File: config.mk
export PLATFORM = sky130hd
export DESIGN_NAME = exu_arbiter
export DESIGN_NICKNAME = d
export VERILOG_FILES = /design/src/rtl/exu_arbiter.sv
export SDC_FILE = /design/constraint.sdc
export NUM_CORES = 1
export LEC_CHECK = 0
export CELL_PAD_IN_SITES_DETAIL_PLACEMENT = 0
export CELL_PAD_IN_SITES_GLOBAL_PLACEMENT = 1
export CORE_ASPECT_RATIO = 0.75
export CORE_MARGIN = 5
export CORE_UTILIZATION = 26
export DETAILED_ROUTE_END_ITERATION = 16
export PLACE_DENSITY = 0.81
export SYNTH_ARGS = -nofsm -noshare
export SYNTH_HDL_FRONTEND = slang
export SYNTH_SLANG_ARGS = --single-unit
File: constraint.sdc
create_clock -name i_clk -period 1.8 [get_ports i_clk]
set_input_delay 0.27 -clock i_clk [delete_from_list [all_inputs] [get_ports i_clk]]
set_output_delay 0.27 -clock i_clk [all_outputs]
set_load 0.03 [all_outputs]
File: src/rtl/exu_arbiter.sv
// exu_arbiter: round-robin sharing of one combinational ALU (exu) between two requesters
// Ports: i_clk, i_rst (synchronous, active-high); i_reqN_* / o_reqN_ready carry op requests,
//        o_rspN_* / i_rspN_ready return results; o_alu_* drive the exu, i_alu_out is its result.
// Define EXU_ARB_FASTPATH_EN to feed the ALU straight from the granted request (no EXEC state).
module exu_arbiter #(
   parameter int DW  = 32,
   parameter int OPW = 4
) (
   input  logic           i_clk,
   input  logic           i_rst,
   input  logic           i_req0_valid,
   output logic           o_req0_ready,
   input  logic [OPW-1:0] i_req0_aluop,
   input  logic [DW-1:0]  i_req0_a,
   input  logic [DW-1:0]  i_req0_b,
   output logic           o_rsp0_valid,
   input  logic           i_rsp0_ready,
   output logic [DW-1:0]  o_rsp0_data,
   input  logic           i_req1_valid,
   output logic           o_req1_ready,
   input  logic [OPW-1:0] i_req1_aluop,
   input  logic [DW-1:0]  i_req1_a,
   input  logic [DW-1:0]  i_req1_b,
   output logic           o_rsp1_valid,
   input  logic           i_rsp1_ready,
   output logic [DW-1:0]  o_rsp1_data,
   output logic [OPW-1:0] o_alu_op,
   output logic [DW-1:0]  o_alu_a,
   output logic [DW-1:0]  o_alu_b,
   input  logic [DW-1:0]  i_alu_out
);
   typedef enum logic [1:0] {IDLE, EXEC, RESP} state_t;
   state_t state, state_n;
   logic rr_last, owner, g0, g1, hs, rsp_take;
   logic [DW-1:0] result;
   // on a tie the requester that was not granted last wins; rr_last resets to 1 so requester 0 goes first
   assign g0 = i_req0_valid & (~i_req1_valid | rr_last);
   assign g1 = i_req1_valid & (~i_req0_valid | ~rr_last);
   assign o_req0_ready = (state == IDLE) & ~i_rst & g0;
   assign o_req1_ready = (state == IDLE) & ~i_rst & g1;
   assign hs = o_req0_ready | o_req1_ready;
   assign rsp_take = owner ? i_rsp1_ready : i_rsp0_ready;
   assign o_rsp0_valid = (state == RESP) & ~owner;
   assign o_rsp1_valid = (state == RESP) & owner;
   assign o_rsp0_data = o_rsp0_valid ? result : '0;
   assign o_rsp1_data = o_rsp1_valid ? result : '0;
`ifdef EXU_ARB_FASTPATH_EN
   localparam state_t HS_NEXT = RESP;
   assign o_alu_op = hs ? (g1 ? i_req1_aluop : i_req0_aluop) : '0;
   assign o_alu_a  = hs ? (g1 ? i_req1_a : i_req0_a) : '0;
   assign o_alu_b  = hs ? (g1 ? i_req1_b : i_req0_b) : '0;
`else
   localparam state_t HS_NEXT = EXEC;
   logic [OPW-1:0] op_q;
   logic [DW-1:0] a_q, b_q;
   assign o_alu_op = (state == EXEC) ? op_q : '0;
   assign o_alu_a  = (state == EXEC) ? a_q : '0;
   assign o_alu_b  = (state == EXEC) ? b_q : '0;
`endif
   always_comb begin
      state_n = state;
      case (state)
         IDLE:    state_n = hs ? HS_NEXT : IDLE;
         EXEC:    state_n = RESP;
         RESP:    state_n = rsp_take ? IDLE : RESP;
         default: state_n = IDLE;
      endcase
   end
   always_ff @(posedge i_clk) begin
      if (i_rst) begin
         state   <= IDLE;
         rr_last <= 1'b1;
         owner   <= 1'b0;
         result  <= '0;
`ifndef EXU_ARB_FASTPATH_EN
         op_q    <= '0;
         a_q     <= '0;
         b_q     <= '0;
`endif
      end else begin
         state <= state_n;
         if (hs) begin
            owner   <= g1;
            rr_last <= g1;
         end
`ifdef EXU_ARB_FASTPATH_EN
         if (hs) result <= i_alu_out;
`else
         if (hs) begin
            op_q <= g1 ? i_req1_aluop : i_req0_aluop;
            a_q  <= g1 ? i_req1_a : i_req0_a;
            b_q  <= g1 ? i_req1_b : i_req0_b;
         end
         if (state == EXEC) result <= i_alu_out;
`endif
      end
   end
endmodule

# After elaboration in Yosys (flattened, before gate mapping)
# Cells that the tools add are included.
[word_totals] ff_bits=104 word_cells=37 out_inout_bits=136 in_bits=174
[op_classes] bitwise=15 reduce_logical=1 n_eq_ne=2 n_mux=12
[op_table] cell="$mux 32" count=6
[op_table] cell="$mux 4" count=2
[op_table] cell="$and 1x1->1" count=7
[op_table] cell="$pmux 2 s3" count=1
[op_table] cell="$not 1->1" count=5
[op_table] cell="$or 1x1->1" count=3
[op_table] cell="$eq 2x1->1 const B" count=1
[op_table] cell="$eq 2x2->1 const B" count=1
[op_table] cell="$logic_not 2->1" count=1
[op_table] cell="$mux 1" count=2
[op_table] cell="$mux 2" count=1

# Logic depth before layout (Yosys ltp)
# Gate-level depths: netlist of run 1.
[depth] word_depth=7 ltp_mapped=6 ltp_nobuf=3

# Worst setup path after synthesis of run 1
# Ideal clock, no wire load.
[synth_timing] path_type="register -> output" start="register state[1]" end="output o_req0_ready" required_time_ps=1530 slack_ps=-444 path_stages_with_launch=5 path_buffers=2 t_arrival_ps=1974 cell_sequence="dfxtp_1 -> or2_2 -> buf_2 -> buf_2 -> nor4b_1"
[synth_between] elab_chain_len=3
[synth_rtl] element="start: declaration" line="33" text="state_t state, state_n;"
[synth_rtl] element="start signal: assignment" line="81" text="state <= state_n;"
[synth_rtl] element="$logic_not 2->1" line="39" text="assign o_req0_ready = (state == IDLE) & ~i_rst & g0;"
[synth_rtl] element="$and 1x1->1 (2 in a row)" line="39"
[synth_rtl] element="end: declaration" line="12" text="output logic o_req0_ready,"
# Every way passes these cells.

# Final worst setup path of run 1
[layout_timing] start="register state[0]" end="output o_rsp0_data[16]"
[layout_between] elab_chain_len=3
[layout_rtl] element="$eq 2x2->1" line="43" text="assign o_rsp0_valid = (state == RESP) & ~owner;"
[layout_rtl] element="$and 1x1->1" line="43"
[layout_rtl] element="$mux 32" line="45" text="assign o_rsp0_data = o_rsp0_valid ? result : '0;"
[layout_rtl] element="end: declaration" line="18" text="output logic [DW-1:0] o_rsp0_data,"
# Every way passes these cells.

==> results.py, run 1 <==
metrics = {
    "outcome": {
        "outcome": "complete, but fails checks",
        "violations": "setup timing",
    },
    "yosys": {
        "syn_nets": 877,
        "ys_seq_area_share_pct": 39.7,
        "yosysWarnings": 0,
        "ys.flop_type": "dfxtp_1",
        "syn_inst": 703,
        "synth_edf_count": 0,
        "postSynth.asyncResetShare_pct": 0,
        "synth_area_mm2": 0.00524,
        "synth_cell_types": 25,
        "ys_seq_elements": 104,
        "avgSynthCellArea_um2": 7.46,
    },
    "floorplan": {
        "die_area_mm2": 0.0231,
        "start_util_pct": 26.2,
        "rows": 45,
        "die_w_um": 174,
        "ios": 310,
        "core_area_mm2": 0.0200,
        "die_y_um": 133,
    },
    "clock_tree": {
        "clk_latency_ps": 350,
        "postCtsHoldBufs": 0,
        "cts_max_path_buffers": 2,
        "htree_levels": 3,
        "clock_sinks": 104,
        "cts_tree": "yes",
        "cts-root-buf": "clkbuf_16",
        "numCtsBuffers": 9,
        "path_clk_slew_ps": 70,
    },
    "worst_setup_path": {
        "critical_path_class": "reg2out",
        "worstPathCellList": "buf_6 -> nor3b_4 -> buf_6 -> clkbuf_16 -> and2_4 -> buf_6",
        "r2r_slack_ps": 40,
        "cp.depth": 6,
        "start_kind": "flop",
        "reg2reg_from": "state[1]",
        "crit_required_ps": 1530,
        "crit_fanout": 8,
        "crit_start": "state[0]",
        "endpoint": "o_rsp0_data[16]",
        "cpLargestDelayFamily": "buffers and inverters",
        "cp_slowest_cell": "dfxtp_4",
        "cp-end-kind": "output pin",
        "max_stage_delay_ps": 370,
        "critPathArrivalTime_ps": 1650,
        "reg2reg_depth": 6,
        "critPathMostFrequentCell": "buf_6",
        "r2r-end": "b_q[13]",
        "cp_num_buf_inv": 4,
    },
    "detailed_routing": {
        "ant_nets": 0,
        "drt_iter0_markers": 388,
        "firstDrtPassIters": 5,
        "vias_per_cell": 4.96,
        "via_count": 6254,
        "wl_per_cell_um": 18.9,
        "drc": 0,
        "wl_um": 23800,
    },
    "placement": {
        "io_buffers": 309,
        "place_inst": 1218,
        "dp.final_hpwl_um": 15200,
        "gp_congestion": 0.795,
        "placed_area_mm2": 0.00846,
    },
    "cells_and_area": {
        "finalInstanceArea_mm2": 0.00999,
        "regArea_mm2": 0.00209,
        "area_delta_synth_final_pct": 90.6,
        "filler_cell_count": 1918,
        "multi_input_area_mm2": 0.00315,
        "drive_gt1_share_pct": 32.1,
        "finalNonFillerCells": 1260,
        "finalNetCount": 1171,
        "diodes": 0,
    },
    "min_path": {
        "hold_class": "in2reg",
    },
    "sta": {
        "final-hold-violation-count": 0,
        "setup_viol": 127,
        "clock_skew_ps": 10.6,
        "whs_ps": 256,
        "max_slew.worst_pin.slew_ps": 511,
        "worst_slew_margin_rel_pct": 66.0,
        "slew_violations": 0,
        "clock.fmax_mhz": 520,
        "fin_crit_sh_pct": 107,
        "worst_slack_ps": -123,
        "rsz0062_at_grt": "yes",
        "period_needed_ps": 1920,
    },
    "global_routing": {
        "grt_max_degree": 98,
        "grt_pass1_wl_um": 34600,
        "grt_use_total_pct": 18.6,
        "grt_pass1_vias": 5966,
        "antenna_found_initial": 0,
        "grt_overflow_total": 0,
    },
    "power_and_ir_drop": {
        "leakage_nw": 4.00,
        "power.density_mw_per_mm2": 697,
        "ir_worst_vdd_mv": 0.473,
        "finalPower_w": 0.00697,
    },
    "flow_run": {
        "maxCapViolCount": 0,
    },
}
-- metrics by stage --
step	util, %	setup TNS (ps)	setup slack [ps]
6_report	49.9	-7730	-123
5_1_grt	49.9	-17540	-173
4_1_cts	47.8	-9340	-113
3_5_place_dp	42.2	-7060	-182
3_3_place_gp	42.2	-2770	-133
2_1_floorplan	-	-35.4	-35.4
-- what timing repair did --
action,in CTS,in global routing
setup buffers,11,4
setup endpoints to repair,137,137
gates cloned,5,8
pin swaps,22,40
resized for setup,176,83
-- per-layer routing --
layer	global-route usage, %	vias to the layer above	part of all wire [%]
li1	-	3044	-
met1	24.6	2916	44
met2	29.0	273	46
met3	6.43	21	8.5
met5	0	-	0
met4	5.01	0	1.6
-- sequential cells by signal, indices dropped and copies added (netlist names) --
name     flops
a_q         32
b_q         32
result      32
op_q         4
state        2
owner        1
rr_last      1
-- layout make-up --
| class | instances | share of cell area (%) |
|---|---|---|
| repair buffers | 363 | 41.5 |
| multi-input cells | 519 | 31.6 |
| well taps | 258 | 3.23 |
| clock buffers | 12 | 2.47 |
| flip-flops and latches | 104 | 20.9 |
| clock inverters | 4 | 0.351 |
-- cell usage after synthesis, types with 2 or more instances --
master / instances / area, um^2
nor4_1: 68 / 425
and2_1: 132 / 826
nor3_1: 137 / 686
a21oi_1: 101 / 505
nor2b_1: 2 / 12.5
buf_2: 24 / 120
clkbuf_1: 53 / 199
or2_2: 2 / 12.5
buf_4: 2 / 15.0
nand2_1: 64 / 240
dfxtp_1: 104 / 2080
-- how the worst min path moves through the flow --
| stage | startpoint | to | slack [ps] | cells after the start |
|---|---|---|---|---|
| 2_1_floorplan | i_alu_out[0] | result[0] | 410 | 2 |
| 3_3_place_gp | result[30] | result[30] | 450 | 2 |
| 3_5_place_dp | result[26] | result[26] | 460 | 2 |
| 4_1_cts | i_rst | op_q[0] | 220 | 2 |
| 5_1_grt | i_rst | op_q[0] | 250 | 2 |
| 6_report | i_rst | op_q[0] | 260 | 2 |
-- logic make-up (layout without fill, tap and decap cells) --
logic type | Yosys count | in the layout | synth area share, %
flops | 104 | 104 | 39.7
buf+inv | 80 | 379 | 6.59
simple gates | 414 | 414 | 43.3
compound gates | 104 | 104 | 10.2
mux | 1 | 1 | 0.191
-- power breakdown --
part           switching, W  total [W]  internal [W]
combinational       0.00113    0.00233       0.00120
clock              0.000935    0.00193      0.000998
sequential         0.000152    0.00270       0.00255
-- cells in the final DEF (no fill, tap or decap), types with 2 or more instances in the layout --
cell type	n
buf_8	4
clkbuf_1	2
dfxtp_1	102
buf_12	22
nand2_1	64
buf_16	4
nor3_1	131
and2_4	100
buf_4	22
nor2b_4	2
inv_6	3
and2_1	32
nor4_1	68
a21oi_1	101
clkdlybuf4s50_1	172
dfxtp_4	2
clkbuf_16	15
buf_6	133
nor3_2	5
No activity file was read; power rests on OpenSTA's default activity.
==> run 2: changes to the inputs <==
--- a/config.mk
+++ b/config.mk
@@ -10,6 +10,7 @@
 export CORE_ASPECT_RATIO = 0.75
 export CORE_MARGIN = 5
 export CORE_UTILIZATION = 26
+export CTS_BUF_LIST = sky130_fd_sc_hd__clkbuf_2
 export DETAILED_ROUTE_END_ITERATION = 16
 export PLACE_DENSITY = 0.81
 export SYNTH_ARGS = -nofsm -noshare
==> results.py, run 2 (synthesis gave the netlist of run 1 again) <==
metrics = {
    "clock_tree": {
        "cts_tree": "yes",
        "htree_levels": 3,
        "cts_max_path_buffers": 2,
        "numCtsBuffers": 9,
        "clock_sinks": 104,
        "clk_latency_ps": 630,
        "path_clk_slew_ps": 290,
        "cts-root-buf": "clkbuf_2",
    },
    "detailed_routing": {
        "via_count": 6159,
        "vias_per_cell": 4.92,
        "drt_iter0_markers": 407,
        "wl_per_cell_um": 18.2,
        "wl_um": 22800,
        "drc": 0,
        "firstDrtPassIters": 4,
        "ant_nets": 0,
    },
    "sta": {
        "clock.fmax_mhz": 460,
        "period_needed_ps": 2180,
        "setup_viol": 136,
        "max_slew.worst_pin.slew_ps": 499,
        "fin_crit_sh_pct": 121,
        "whs_ps": 156,
        "worst_slew_margin_rel_pct": 66.7,
        "rsz0062_at_grt": "yes",
        "worst_slack_ps": -375,
        "final-hold-violation-count": 0,
        "slew_violations": 0,
        "timing.setup.tns_ps": -47100,
        "clock_skew_ps": 36.5,
    },
    "cells_and_area": {
        "layout_common_cells": "clkdlybuf4s50_1, nor3_1, buf_6",
        "drive_gt1_share_pct": 28.8,
        "mostFrequentLayoutCell": "clkdlybuf4s50_1",
        "final_core_util_pct": 47.1,
        "regArea_mm2": 0.00209,
        "largestRegisters": "a_q x32, b_q x32, result x32",
        "finalNetCount": 1162,
        "multi_input_area_mm2": 0.00306,
        "area_delta_synth_final_pct": 80.0,
        "finalInstanceArea_mm2": 0.00944,
        "filler_cell_count": 1981,
    },
    "global_routing": {
        "grt_max_degree": 98,
        "grt_pass1_vias": 5830,
        "grt_pass1_wl_um": 34100,
        "grt_overflow_total": 0,
        "antenna_found_initial": 1,
        "grt_use_total_pct": 18.3,
    },
    "floorplan": {
        "die_w_um": 174,
        "start_util_pct": 26.2,
        "die_y_um": 133,
        "rows": 45,
        "core_area_mm2": 0.0200,
        "die_area_mm2": 0.0231,
        "ios": 310,
    },
    "worst_setup_path": {
        "max_stage_delay_ps": 430,
        "start_kind": "flop",
        "worstPathCellList": "buf_6 -> nor2b_4 -> buf_12 -> buf_12 -> and2_4 -> buf_6",
        "cp-end-kind": "output pin",
        "cp_num_buf_inv": 4,
        "cpLargestDelayFamily": "buffers and inverters",
        "crit_required_ps": 1530,
        "critical_path_class": "reg2out",
        "cp_slowest_cell": "dfxtp_4",
        "crit_fanout": 11,
        "critPathArrivalTime_ps": 1910,
    },
    "power_and_ir_drop": {
        "leakage_nw": 3.77,
        "ir_worst_vdd_mv": 0.314,
        "power.density_mw_per_mm2": 633,
    },
    "placement": {
        "dp.final_hpwl_um": 15200,
        "pre_cts_slack_ps": -182,
        "gp_congestion": 0.795,
        "placed_area_mm2": 0.00846,
        "io_buffers": 309,
    },
    "outcome": {
        "violations": "setup timing",
        "outcome": "complete, but fails checks",
    },
    "min_path": {
        "hold_class": "in2reg",
    },
    "flow_run": {
        "maxCapViolCount": 0,
    },
}
[run 2: cell types whose count changed in the layout (fill, tap and decap cells not counted), moves of 2 or more]
cell	change
nor3_1	+5
and2_4	-24
clkbuf_1	-2
buf_6	-22
buf_16	-2
clkbuf_16	-13
nor3_2	-5
and2_1	+24
clkbuf_2	+11
buf_4	+20
[run 2: worst paths after layout]
path	cells past startpoint	startpoint	endpoint	slack (ps)
worst max register to register	6	state[1]	op_q[3]	160
worst min-delay path	3	i_alu_out[20]	result[20]	160
worst max-delay path	6	state[1]	o_alu_a[12]	-380
worst min register to register	2	result[13]	result[13]	480
[run 2: metal layers]
layer | up-vias | routed length [um] | track usage (%)
li1 | 3027 | - | -
met1 | 2843 | 10100 | 24.0
met2 | 267 | 10300 | 28.4
met3 | 22 | 2020 | 7.03
met4 | 0 | 335 | 4.44
met5 | - | 0 | 0
[run 2: final cells by class]
type	instances	area share, %
clock inverter	5	0.411
multi-input combinational	519	32.4
tap	258	3.42
antenna	1	0.0265
clock buffer	11	0.583
sequential	104	22.1
timing repair buffer	354	41.0
[run 2: what timing repair did]
item	4_1_cts	5_1_grt
resized for setup	87	116
setup buffers	3	7
setup endpoints to repair	137	136
pin swaps	1	12
hold buffers	1	0
cloned	2	4
hold endpoints to repair	7	0
[run 2: tightest hold or removal path, delay by kind of cell]
| kind | cells | cell delay [ps] |
|---|---|---|
| AOI/OAI and AO/OA | 1 | 50 |
| buffers and inverters | 1 | 400 |
| and+or+nand+nor | 1 | 50 |
[run 2: report_power, final]
part | switching [W] | internal (W)
Clock | 0.000851 | 0.000210
Combinational | 0.00108 | 0.00113
Sequential | 0.000146 | 0.00256
Total | 0.00208 | 0.00390
[run 2: stage by stage]
stage,total power (W),instances
4_1_cts,0.00593,1240
3_5_place_dp,0.00466,1218
3_3_place_gp,0.00464,1218
2_1_floorplan,0.00372,703
5_1_grt,0.00632,1252
6_report,0.00598,1252
